<file path="src/rtl/sign_mag_accum.sv">
// Sequential sign-magnitude accumulator: reduces a run of `len` operands to a
// saturated total, delivered with a sticky overflow flag over valid/ready.
module sign_mag_accum #(
    parameter int N     = 4,
    parameter int CNT_W = 4
) (
    input  logic             clk,
    input  logic             reset_n,
    input  logic             start,
    input  logic [CNT_W-1:0] len,
    input  logic             in_valid,
    input  logic [N-1:0]     in_data,
    output logic             in_ready,
    output logic             out_valid,
    output logic [N-1:0]     out_data,
    output logic             out_ovf,
    input  logic             out_ready,
    output logic             busy
);

    localparam int M = N - 1;
    localparam logic [M-1:0] MAX = '1;

    typedef enum logic [1:0] {IDLE, ACCUM, DONE} state_t;

    state_t           state_q, state_d;
    logic [N-1:0]     acc_q, acc_d;
    logic [CNT_W-1:0] rem_q, rem_d;
    logic             ovf_q, ovf_d;
    logic [N:0]       add_res;

    // Returns {overflow, result}; a negative zero on either input is read as +0,
    // and the result never carries a negative zero.
    function automatic logic [N:0] sm_add(input logic [N-1:0] a, input logic [N-1:0] b);
        logic           sa, sb;
        logic [M-1:0]   ma, mb;
        logic [M:0]     sum;
        ma  = a[M-1:0];
        mb  = b[M-1:0];
        sa  = a[N-1] & (ma != '0);
        sb  = b[N-1] & (mb != '0);
        sum = {1'b0, ma} + {1'b0, mb};
        if (sa == sb) begin
            if (sum > {1'b0, MAX}) sm_add = {1'b1, sa, MAX};
            else                   sm_add = {1'b0, sa, sum[M-1:0]};
        end else if (ma > mb) begin
            sm_add = {1'b0, sa, ma - mb};
        end else if (mb > ma) begin
            sm_add = {1'b0, sb, mb - ma};
        end else begin
            sm_add = '0;
        end
    endfunction

    assign add_res = sm_add(acc_q, in_data);

    // NOTE: every variable written here gets a default first, so no latch is inferred.
    always_comb begin
        state_d = state_q;
        acc_d   = acc_q;
        rem_d   = rem_q;
        ovf_d   = ovf_q;
        unique case (state_q)
            IDLE: begin
                if (start) begin
                    acc_d   = '0;
                    ovf_d   = 1'b0;
                    rem_d   = len;
                    state_d = (len == '0) ? DONE : ACCUM;
                end
            end
            ACCUM: begin
                if (in_valid) begin
                    acc_d = add_res[N-1:0];
                    ovf_d = ovf_q | add_res[N];
                    rem_d = rem_q - CNT_W'(1);
                    if (rem_q == CNT_W'(1)) state_d = DONE;
                end
            end
            DONE: begin
                if (out_ready) state_d = IDLE;
            end
            default: state_d = IDLE;
        endcase
    end

    // NOTE: sequential state uses non-blocking assignments only.
    always_ff @(posedge clk or negedge reset_n) begin
        if (!reset_n) begin
            state_q <= IDLE;
            acc_q   <= '0;
            rem_q   <= '0;
            ovf_q   <= 1'b0;
        end else begin
            state_q <= state_d;
            acc_q   <= acc_d;
            rem_q   <= rem_d;
            ovf_q   <= ovf_d;
        end
    end

    assign in_ready  = (state_q == ACCUM);
    assign out_valid = (state_q == DONE);
    assign out_data  = out_valid ? acc_q : '0;
    assign out_ovf   = out_valid & ovf_q;
    assign busy      = (state_q != IDLE);

endmodule

</file>
<file path="config.mk">
export PLATFORM = sky130hd
export DESIGN_NAME = sign_mag_accum
export DESIGN_NICKNAME = d
export VERILOG_FILES = /design/src/rtl/sign_mag_accum.sv
export SDC_FILE = /design/constraint.sdc
export NUM_CORES = 1
export LEC_CHECK = 0
export CELL_PAD_IN_SITES_DETAIL_PLACEMENT = 2
export CELL_PAD_IN_SITES_GLOBAL_PLACEMENT = 2
export CORE_MARGIN = 2
export CORE_UTILIZATION = 32
export DETAILED_ROUTE_END_ITERATION = 16
export MAX_ROUTING_LAYER = met4
export PLACE_DENSITY = 0.83
export SYNTH_ARGS = -nofsm -noshare
export SYNTH_HDL_FRONTEND = slang
export SYNTH_SLANG_ARGS = --single-unit
export TNS_END_PERCENT = 30
</file>
<file path="constraint.sdc">
create_clock -name clk -period 3.05 [get_ports clk]
set_input_delay 0.61 -clock clk [delete_from_list [all_inputs] [get_ports clk]]
set_output_delay 0.61 -clock clk [all_outputs]
set_load 0.1 [all_outputs]
</file>
==> results of run 1 <==
## cells in the mapped netlist, types with 3 or more instances
cell                      instances
sky130_fd_sc_hd__a21oi_1          7
sky130_fd_sc_hd__a31oi_1          4
sky130_fd_sc_hd__and2_1           3
sky130_fd_sc_hd__dfrtp_1         11
sky130_fd_sc_hd__fa_1             3
sky130_fd_sc_hd__ha_1            11
sky130_fd_sc_hd__inv_1           18
sky130_fd_sc_hd__nand2_1          4
sky130_fd_sc_hd__nor2_1          14
sky130_fd_sc_hd__nor3_1           4
sky130_fd_sc_hd__o21a_1           3
sky130_fd_sc_hd__o21ai_0          4
## cell usage in the layout (no fill, tap or decap), types with 2 or more instances in the layout
cell type and n:
sky130_fd_sc_hd__a21oi_1 7, sky130_fd_sc_hd__a31oi_1 4, sky130_fd_sc_hd__and2_1 3, sky130_fd_sc_hd__buf_4 9
sky130_fd_sc_hd__clkbuf_4 3, sky130_fd_sc_hd__clkdlybuf4s50_1 12, sky130_fd_sc_hd__dfrtp_1 11, sky130_fd_sc_hd__fa_1 3
sky130_fd_sc_hd__ha_1 11, sky130_fd_sc_hd__inv_1 18, sky130_fd_sc_hd__nand2_1 4, sky130_fd_sc_hd__nand2b_1 2
sky130_fd_sc_hd__nor2_1 14, sky130_fd_sc_hd__nor3_1 4, sky130_fd_sc_hd__o21a_1 3, sky130_fd_sc_hd__o21ai_0 4
sky130_fd_sc_hd__o21bai_1 2, sky130_fd_sc_hd__o31ai_1 2, sky130_fd_sc_hd__o31ai_4 2
## final timing paths
check                                           from                     end  slack [ns]  cells after the start
worst min-delay path               ovf_q$_DFFE_PN0P_       ovf_q$_DFFE_PN0P_        0.49                      1
worst min register to register     ovf_q$_DFFE_PN0P_       ovf_q$_DFFE_PN0P_        0.49                      1
worst max-delay path                      in_data[2]    acc_q[1]$_DFFE_PN0P_        0.56                      8
max in group asynchronous                    reset_n    rem_q[2]$_DFFE_PN0P_        2.02                      1
min in group asynchronous                    reset_n  state_q[0]$_DFFE_PN0P_        0.68                      1
worst max register to register  acc_q[1]$_DFFE_PN0P_    acc_q[1]$_DFFE_PN0P_        1.01                      6
## flip-flops by register name, summed over array words and instances (netlist names)
register / flops
acc_q: 4
state_q: 2
rem_q: 4
ovf_q: 1
## worst max-delay path: stages
cell and delay [ns]:
sky130_fd_sc_hd__clkdlybuf4s50_1 0.58, sky130_fd_sc_hd__inv_1 0.08, sky130_fd_sc_hd__ha_1 0.43, sky130_fd_sc_hd__nor2_1 0.11
sky130_fd_sc_hd__a211oi_2 0.25, sky130_fd_sc_hd__o21ai_1 0.13, sky130_fd_sc_hd__o221a_1 0.25, sky130_fd_sc_hd__o31ai_1 0.22
## final cells by class
| cell class | instances | share of cell area, % |
|---|---|---|
| multi-input cells | 88 | 53.0 |
| well taps | 44 | 4.23 |
| inverters | 18 | 5.19 |
| flip-flops and latches | 11 | 21.2 |
| repair buffers | 21 | 14.4 |
| clock buffers | 4 | 2.02 |
## where the power goes
group / total, uW / switching, uW / leakage (uW) / internal [uW]
Sequential: 309 / 96.2 / 0.000138 / 212
Combinational: 878 / 589 / 0.000445 / 289
Clock: 101 / 50.7 / 0.0000150 / 50.6
## stage by stage
step | std cells | worst slack, ns | hold WS, ns | area, um2
after floorplan | 120 | -0.327 | 0.314 | 1050
after global placement | 182 | 0.417 | 0.465 | 1270
after detailed placement | 182 | 0.294 | 0.481 | 1270
after CTS | 186 | 0.572 | 0.498 | 1300
after global routing | 186 | 0.416 | 0.546 | 1300
final | 186 | 0.559 | 0.494 | 1300
## per-layer routing
| layer | vias to the layer above | global-route usage, % | wire (um) |
|---|---|---|---|
| li1 | 457 | - | - |
| met1 | 489 | 23.0 | 1270 |
| met2 | 23 | 39.4 | 1730 |
| met3 | 6 | 0.840 | 85 |
| met4 | 0 | 9.32 | 88 |
| met5 | - | - | 0 |
## logic make-up (layout without fill, tap and decap cells)
| kind of cell | after synthesis | in the layout | share of synthesized area, % |
|---|---|---|---|
| simple gates | 35 | 35 | 16.6 |
| flops | 11 | 11 | 26.2 |
| fa+ha+maj | 14 | 14 | 18.8 |
| xor+xnor | 2 | 2 | 2.38 |
| buf+inv | 21 | 43 | 8.34 |
| compound gates | 37 | 37 | 27.7 |
==> out/qor.csv, run 1 <==
stage,metric,value,unit
floorplanning,I/O pin count,21,
synthesis,Synth Instances,120,
clock_network,Max Root-Sink Buffers,2,
layout,fraction of final layout cells with drive strength greater than 1,14.1,%
global_routing,initial antenna violation count,0,
floorplanning,Die Width,61.3,um
setup_path,worst endpoint required time,3.22,ns
layout,antenna fix cells,0,
status,outcome,finished clean,
clock_network,TritonCTS clock tree,done,
global_routing,wire length of the first global-routing pass,5540,um
flow_run,maxcap violations,0,
setup_path,critical path data arrival time,2.66,ns
sta,Final Critical Period,2.49,ns
setup_path,type of element capturing the critical path,register,
clock_network,number of buffers added to fix hold violations after cts,0,
layout,Area Growth Syn to Fin,24.0,%
power_and_ir_drop,leakage power figure,0.000598,uW
synthesis,share of synthesized area occupied by flip-flops and latches,26.2,%
clock_network,cells resized by post-CTS repair,0,
global_routing,gr ovfl total,0,
global_routing,vias in the first global route,1125,
sta,aggregate negative setup slack,0,ns
sta,count of final hold-check violations,0,
clock_network,clock insertion delay at the later pin of the skew report,0.27,ns
layout,sequential cell area in the final layout,275,um2
floorplanning,Core ar.,3080,um2
clock_network,number of sinks handled by clock tree synthesis,11,
sta,RSZ-0062 raised after global routing,false,
synthesis,number of register bits inferred by synthesis,11,
sta,final clock skew,0.00516,ns
floorplanning,area of the die,3750,um2
synthesis,area of the mapped netlist,1050,um2
worst_hold_path,Hold Path Class,register to register,
power_and_ir_drop,post-layout total power,1290,uW
setup_path,startpoint types,primary input,
synthesis,share of synthesized flip-flops with an asynchronous set or reset,100,%
sta,final-report setup violation count,0,
synthesis,share of Yosys cell area claimed by the top area cell type,26.2,%
placed_design,IO Port Bufs,20,
synthesis,"Warnings, synthesis",0,
detailed_routing,Final ANT Viol Nets,0,
clock_network,clock root buffer,sky130_fd_sc_hd__clkbuf_4,
layout,layout filler cell count,370,
detailed_routing,drc violations,0,
power_and_ir_drop,peak ir drop on the vdd network,337,uV
detailed_routing,detailed-route via count,975,
synthesis,number of nets in the synthesized netlist,147,
detailed_routing,wire length per cell after detailed routing,17.1,um
layout,post-layout utilization of the core,42.3,%
synthesis,largest cells by area after synthesis,"sky130_fd_sc_hd__dfrtp_1 (26%), sky130_fd_sc_hd__ha_1 (13%), sky130_fd_sc_hd__inv_1 (6.4%), sky130_fd_sc_hd__fa_1 (5.7%), sky130_fd_sc_hd__nor2_1 (5.0%)",
setup_path,critical path type,primary input to register,
sta,slew margin rel.,62.3,%
setup_path,Max Fanout on Critical Path,8,
power_and_ir_drop,Power Density,990,nW/um2
synthesis,Synth area leader,sky130_fd_sc_hd__dfrtp_1,
detailed_routing,sum of routed wire length over all layers,3170,um
layout,"Net count, final",170,
synthesis,most used flip-flop cell after synthesis,sky130_fd_sc_hd__dfrtp_1,
sta,number of slew-limit violations in the final report,0,
synthesis,number of distinct library cells after synthesis,40,
detailed_routing,ratio of routed vias to standard cells,5.24,
synthesis,"EDFF count, synth",0,
global_routing,gr usage total,21.1,%
placed_design,Placer Congestion,0.926,
layout,area of combinational cells with multiple inputs,689,um2
sta,worst-margin pin slew,0.565,ns
floorplanning,die extent in y,61.3,um
sta,ratio of final minimum period to clock period,81.7,%
floorplanning,Initial Util,34.1,%
placed_design,HPWL after DPL,2690,um
clock_network,buffers inserted during post-CTS setup optimization,0,
clock_network,Worst-path clk slew,0.08,ns
synthesis,synthesized area per cell,8.75,um2
clock_network,number of buffers created by CTS,3,
clock_network,H-Tree Depth,1,
floorplanning,row count,20,
global_routing,maximum number of pins on one net before global-route repair,13,
detailed_routing,number of search-and-repair iterations in the first detailed-routing pass,6,
detailed_routing,Initial DRC Count,14,
sta,highest achievable clock rate,401,MHz
Note: power is estimated with default switching activity, not from simulation.
==> inputs of run 2 (changes only) <==
--- a/config.mk
+++ b/config.mk
@@ -8,10 +8,10 @@
 export CELL_PAD_IN_SITES_DETAIL_PLACEMENT = 2
 export CELL_PAD_IN_SITES_GLOBAL_PLACEMENT = 2
 export CORE_MARGIN = 2
-export CORE_UTILIZATION = 32
+export CORE_UTILIZATION = 27
 export DETAILED_ROUTE_END_ITERATION = 16
 export MAX_ROUTING_LAYER = met4
-export PLACE_DENSITY = 0.83
+export PLACE_DENSITY = 0.75
 export SYNTH_ARGS = -nofsm -noshare
 export SYNTH_HDL_FRONTEND = slang
 export SYNTH_SLANG_ARGS = --single-unit
==> constraint.sdc (replaced) <==
create_clock -name clk -period 2 [get_ports clk]
set_input_delay 0.4 -clock clk [delete_from_list [all_inputs] [get_ports clk]]
set_output_delay 0.4 -clock clk [all_outputs]
set_load 0.1 [all_outputs]
==> run 2 against run 1 <==
Global-route usage is 1.6 points lower. Core utilization is 3.0 points higher. Wire length is 22% higher. Combinational power is 110% higher. Design area is 28% higher. Hold slack worse by 0.012 ns.
==> out/qor.csv, run 2 (synthesis results as in run 1) <==
stage,metric,value,unit
detailed_routing,detailed-route via count,1039,
power_and_ir_drop,Combinational Power Share,72.5,%
setup_path,longest individual stage delay on the worst path,0.48,ns
power_and_ir_drop,post-layout total power,2520,uW
layout,antenna fix cells,0,
global_routing,vias in the first global route,1205,
layout,post-route cell area,1670,um2
floorplanning,Initial Util,28.5,%
layout,"Net count, final",190,
setup_path,type of element capturing the critical path,register,
placed_design,worst setup slack before clock tree synthesis,-0.391,ns
detailed_routing,Initial DRC Count,19,
sta,Final Critical Period,1.96,ns
clock_network,clock root buffer,sky130_fd_sc_hd__clkbuf_8,
clock_network,H-Tree Depth,1,
global_routing,initial antenna violation count,0,
floorplanning,area of the die,4400,um2
detailed_routing,wire length per cell after detailed routing,18.4,um
detailed_routing,ratio of routed vias to standard cells,4.95,
power_and_ir_drop,Switching Share,51.4,%
placed_design,placed standard-cell area,1540,um2
setup_path,worst endpoint required time,2.15,ns
sta,slew margin rel.,64.4,%
placed_design,IO Port Bufs,20,
sta,ratio of final minimum period to clock period,97.9,%
status,outcome,finished clean,
detailed_routing,number of search-and-repair iterations in the first detailed-routing pass,4,
power_and_ir_drop,share of total power in the clock network,9.2,%
clock_network,number of buffers created by CTS,3,
floorplanning,Core ar.,3690,um2
sta,RSZ-0062 raised after global routing,true,
layout,layout filler cell count,402,
detailed_routing,Final ANT Viol Nets,0,
worst_hold_path,Hold Path Class,register to register,
clock_network,Max Root-Sink Buffers,2,
sta,worst-margin pin slew,0.532,ns
sta,Hold WS,0.482,ns
global_routing,gr ovfl total,0,
sta,highest achievable clock rate,511,MHz
power_and_ir_drop,cell internal pwr,1220,uW
power_and_ir_drop,leakage power figure,0.000737,uW
sta,final-report setup violation count,0,
placed_design,HPWL after DPL,3170,um
floorplanning,die extent in y,66.4,um
layout,fraction of final layout cells with drive strength greater than 1,35.8,%
detailed_routing,sum of routed wire length over all layers,3870,um
setup_path,critical path type,primary input to register,
setup_path,critical path data arrival time,2.10,ns
placed_design,Placer Congestion,0.887,
detailed_routing,drc violations,0,
clock_network,number of sinks handled by clock tree synthesis,11,
sta,number of slew-limit violations in the final report,0,
floorplanning,Die Width,66.4,um
setup_path,Max Fanout on Critical Path,5,
sta,final clock skew,0.00326,ns
flow_run,maxcap violations,0,
setup_path,startpoint types,primary input,
layout,"commonest cells after routing, fill and taps aside","sky130_fd_sc_hd__buf_4 (19), sky130_fd_sc_hd__inv_1 (17), sky130_fd_sc_hd__nor2_1 (11)",
setup_path,crit-path cells,clkdlybuf4s50_1 > inv_1 > ha_4 > nor2_1 > a211oi_2 > o21ai_1 > o221a_1 > o31ai_1,
layout,Area Growth Syn to Fin,59.0,%
power_and_ir_drop,peak ir drop on the vdd network,426,uV
clock_network,TritonCTS clock tree,done,
floorplanning,row count,22,
power_and_ir_drop,Switching Power,1290,uW
layout,most frequent standard cell in the layout excluding fill and tap cells,sky130_fd_sc_hd__buf_4,
setup_path,slowest stage cell on the critical path,sky130_fd_sc_hd__clkdlybuf4s50_1,
global_routing,wire length of the first global-routing pass,6160,um
clock_network,clock insertion delay at the later pin of the skew report,0.24,ns
setup_path,Worst Path Buf+Inv,2,
power_and_ir_drop,Power Density,1510,nW/um2
layout,largest registers,"acc_q x4, rem_q x4, state_q x2",
sta,count of final hold-check violations,0,
clock_network,Worst-path clk slew,0.05,ns
setup_path,top cell family by delay on the critical path,compound AO/OA/AOI/OAI gates,
global_routing,maximum number of pins on one net before global-route repair,12,
clock_network,number of buffers added to fix hold violations after cts,0,
power_and_ir_drop,sequential fraction of design power,18.3,%
floorplanning,I/O pin count,21,
sta,PnR worst setup slack,0.0425,ns
global_routing,gr usage total,19.6,%
run 2: cell types whose count changed in the layout (fill, tap and decap cells not counted), moves of 3 or more:
cell                       delta
sky130_fd_sc_hd__clkbuf_8     +3
sky130_fd_sc_hd__nor2_1       -3
sky130_fd_sc_hd__clkbuf_4     -3
sky130_fd_sc_hd__ha_1         -5
sky130_fd_sc_hd__nor2_4       +3
sky130_fd_sc_hd__buf_12       +8
sky130_fd_sc_hd__ha_2         +3
sky130_fd_sc_hd__buf_4       +10
run 2: layout make-up:
cell class                      count  area [um2]  area share (%)
Clock buffer                        4        45.0            2.70
Tap cell                           48        60.1            3.60
Inverter                           18        67.6            4.05
Sequential cell                    11         277            16.6
Multi-Input combinational cell     88         777            46.6
Timing Repair Buffer               41         443            26.5
run 2: final timing paths:
path,startpoint,to,slack (ns),cells past startpoint
max reg2reg,acc_q[0]$_DFFE_PN0P_,acc_q[0]$_DFFE_PN0P_,0.10,8
min,ovf_q$_DFFE_PN0P_,ovf_q$_DFFE_PN0P_,0.48,1
min reg2reg,ovf_q$_DFFE_PN0P_,ovf_q$_DFFE_PN0P_,0.48,1
max in group asynchronous,reset_n,acc_q[0]$_DFFE_PN0P_,1.11,1
min in group asynchronous,reset_n,acc_q[3]$_DFFE_PN0P_,0.51,1
max,in_data[2],acc_q[1]$_DFFE_PN0P_,0.04,8
run 2: stage by stage:
step / utilization (%) / setup TNS (ns) / std cells
final: 45.3 / 0 / 210
after global routing: 45.3 / -0.0607 / 210
after CTS: 44.2 / 0 / 208
after detailed placement: 41.9 / -1.47 / 204
after global placement: 41.9 / -1.03 / 204
after floorplan: - / -0.762 / 120
run 2: worst reg2reg max path, stage by stage (launching register included):
cell,delay (ns)
sky130_fd_sc_hd__dfrtp_2,0.43
sky130_fd_sc_hd__inv_1,0.11
sky130_fd_sc_hd__ha_2,0.19
sky130_fd_sc_hd__inv_1,0.07
sky130_fd_sc_hd__buf_4,0.13
sky130_fd_sc_hd__a211o_1,0.32
sky130_fd_sc_hd__o211ai_1,0.18
sky130_fd_sc_hd__a31oi_1,0.13
sky130_fd_sc_hd__a22o_1,0.22
run 2: routing by layer:
| layer | wire length (um) | GRT usage (%) | up-vias |
|---|---|---|---|
| met1 | 1860 | 25.5 | 521 |
| met5 | 0 | - | - |
| met4 | 46 | 4.59 | 0 |
| li1 | - | - | 497 |
| met2 | 1890 | 31.8 | 16 |
| met3 | 77 | 3.24 | 5 |
run 2: timing repair:
action	CTS	global route
setup endpoints to repair	4	3
gates resized for setup	13	7
buffers inserted	0	2
pin swaps	5	3
run 2: power groups by stage:
stage               clock, uW  sequential, uW  combinational (uW)
floorplan                   0             427                1080
global placement            0             443                1620
detailed placement          0             450                1720
CTS                       239             460                1780
global route              251             479                1960
finish                    232             460                1820
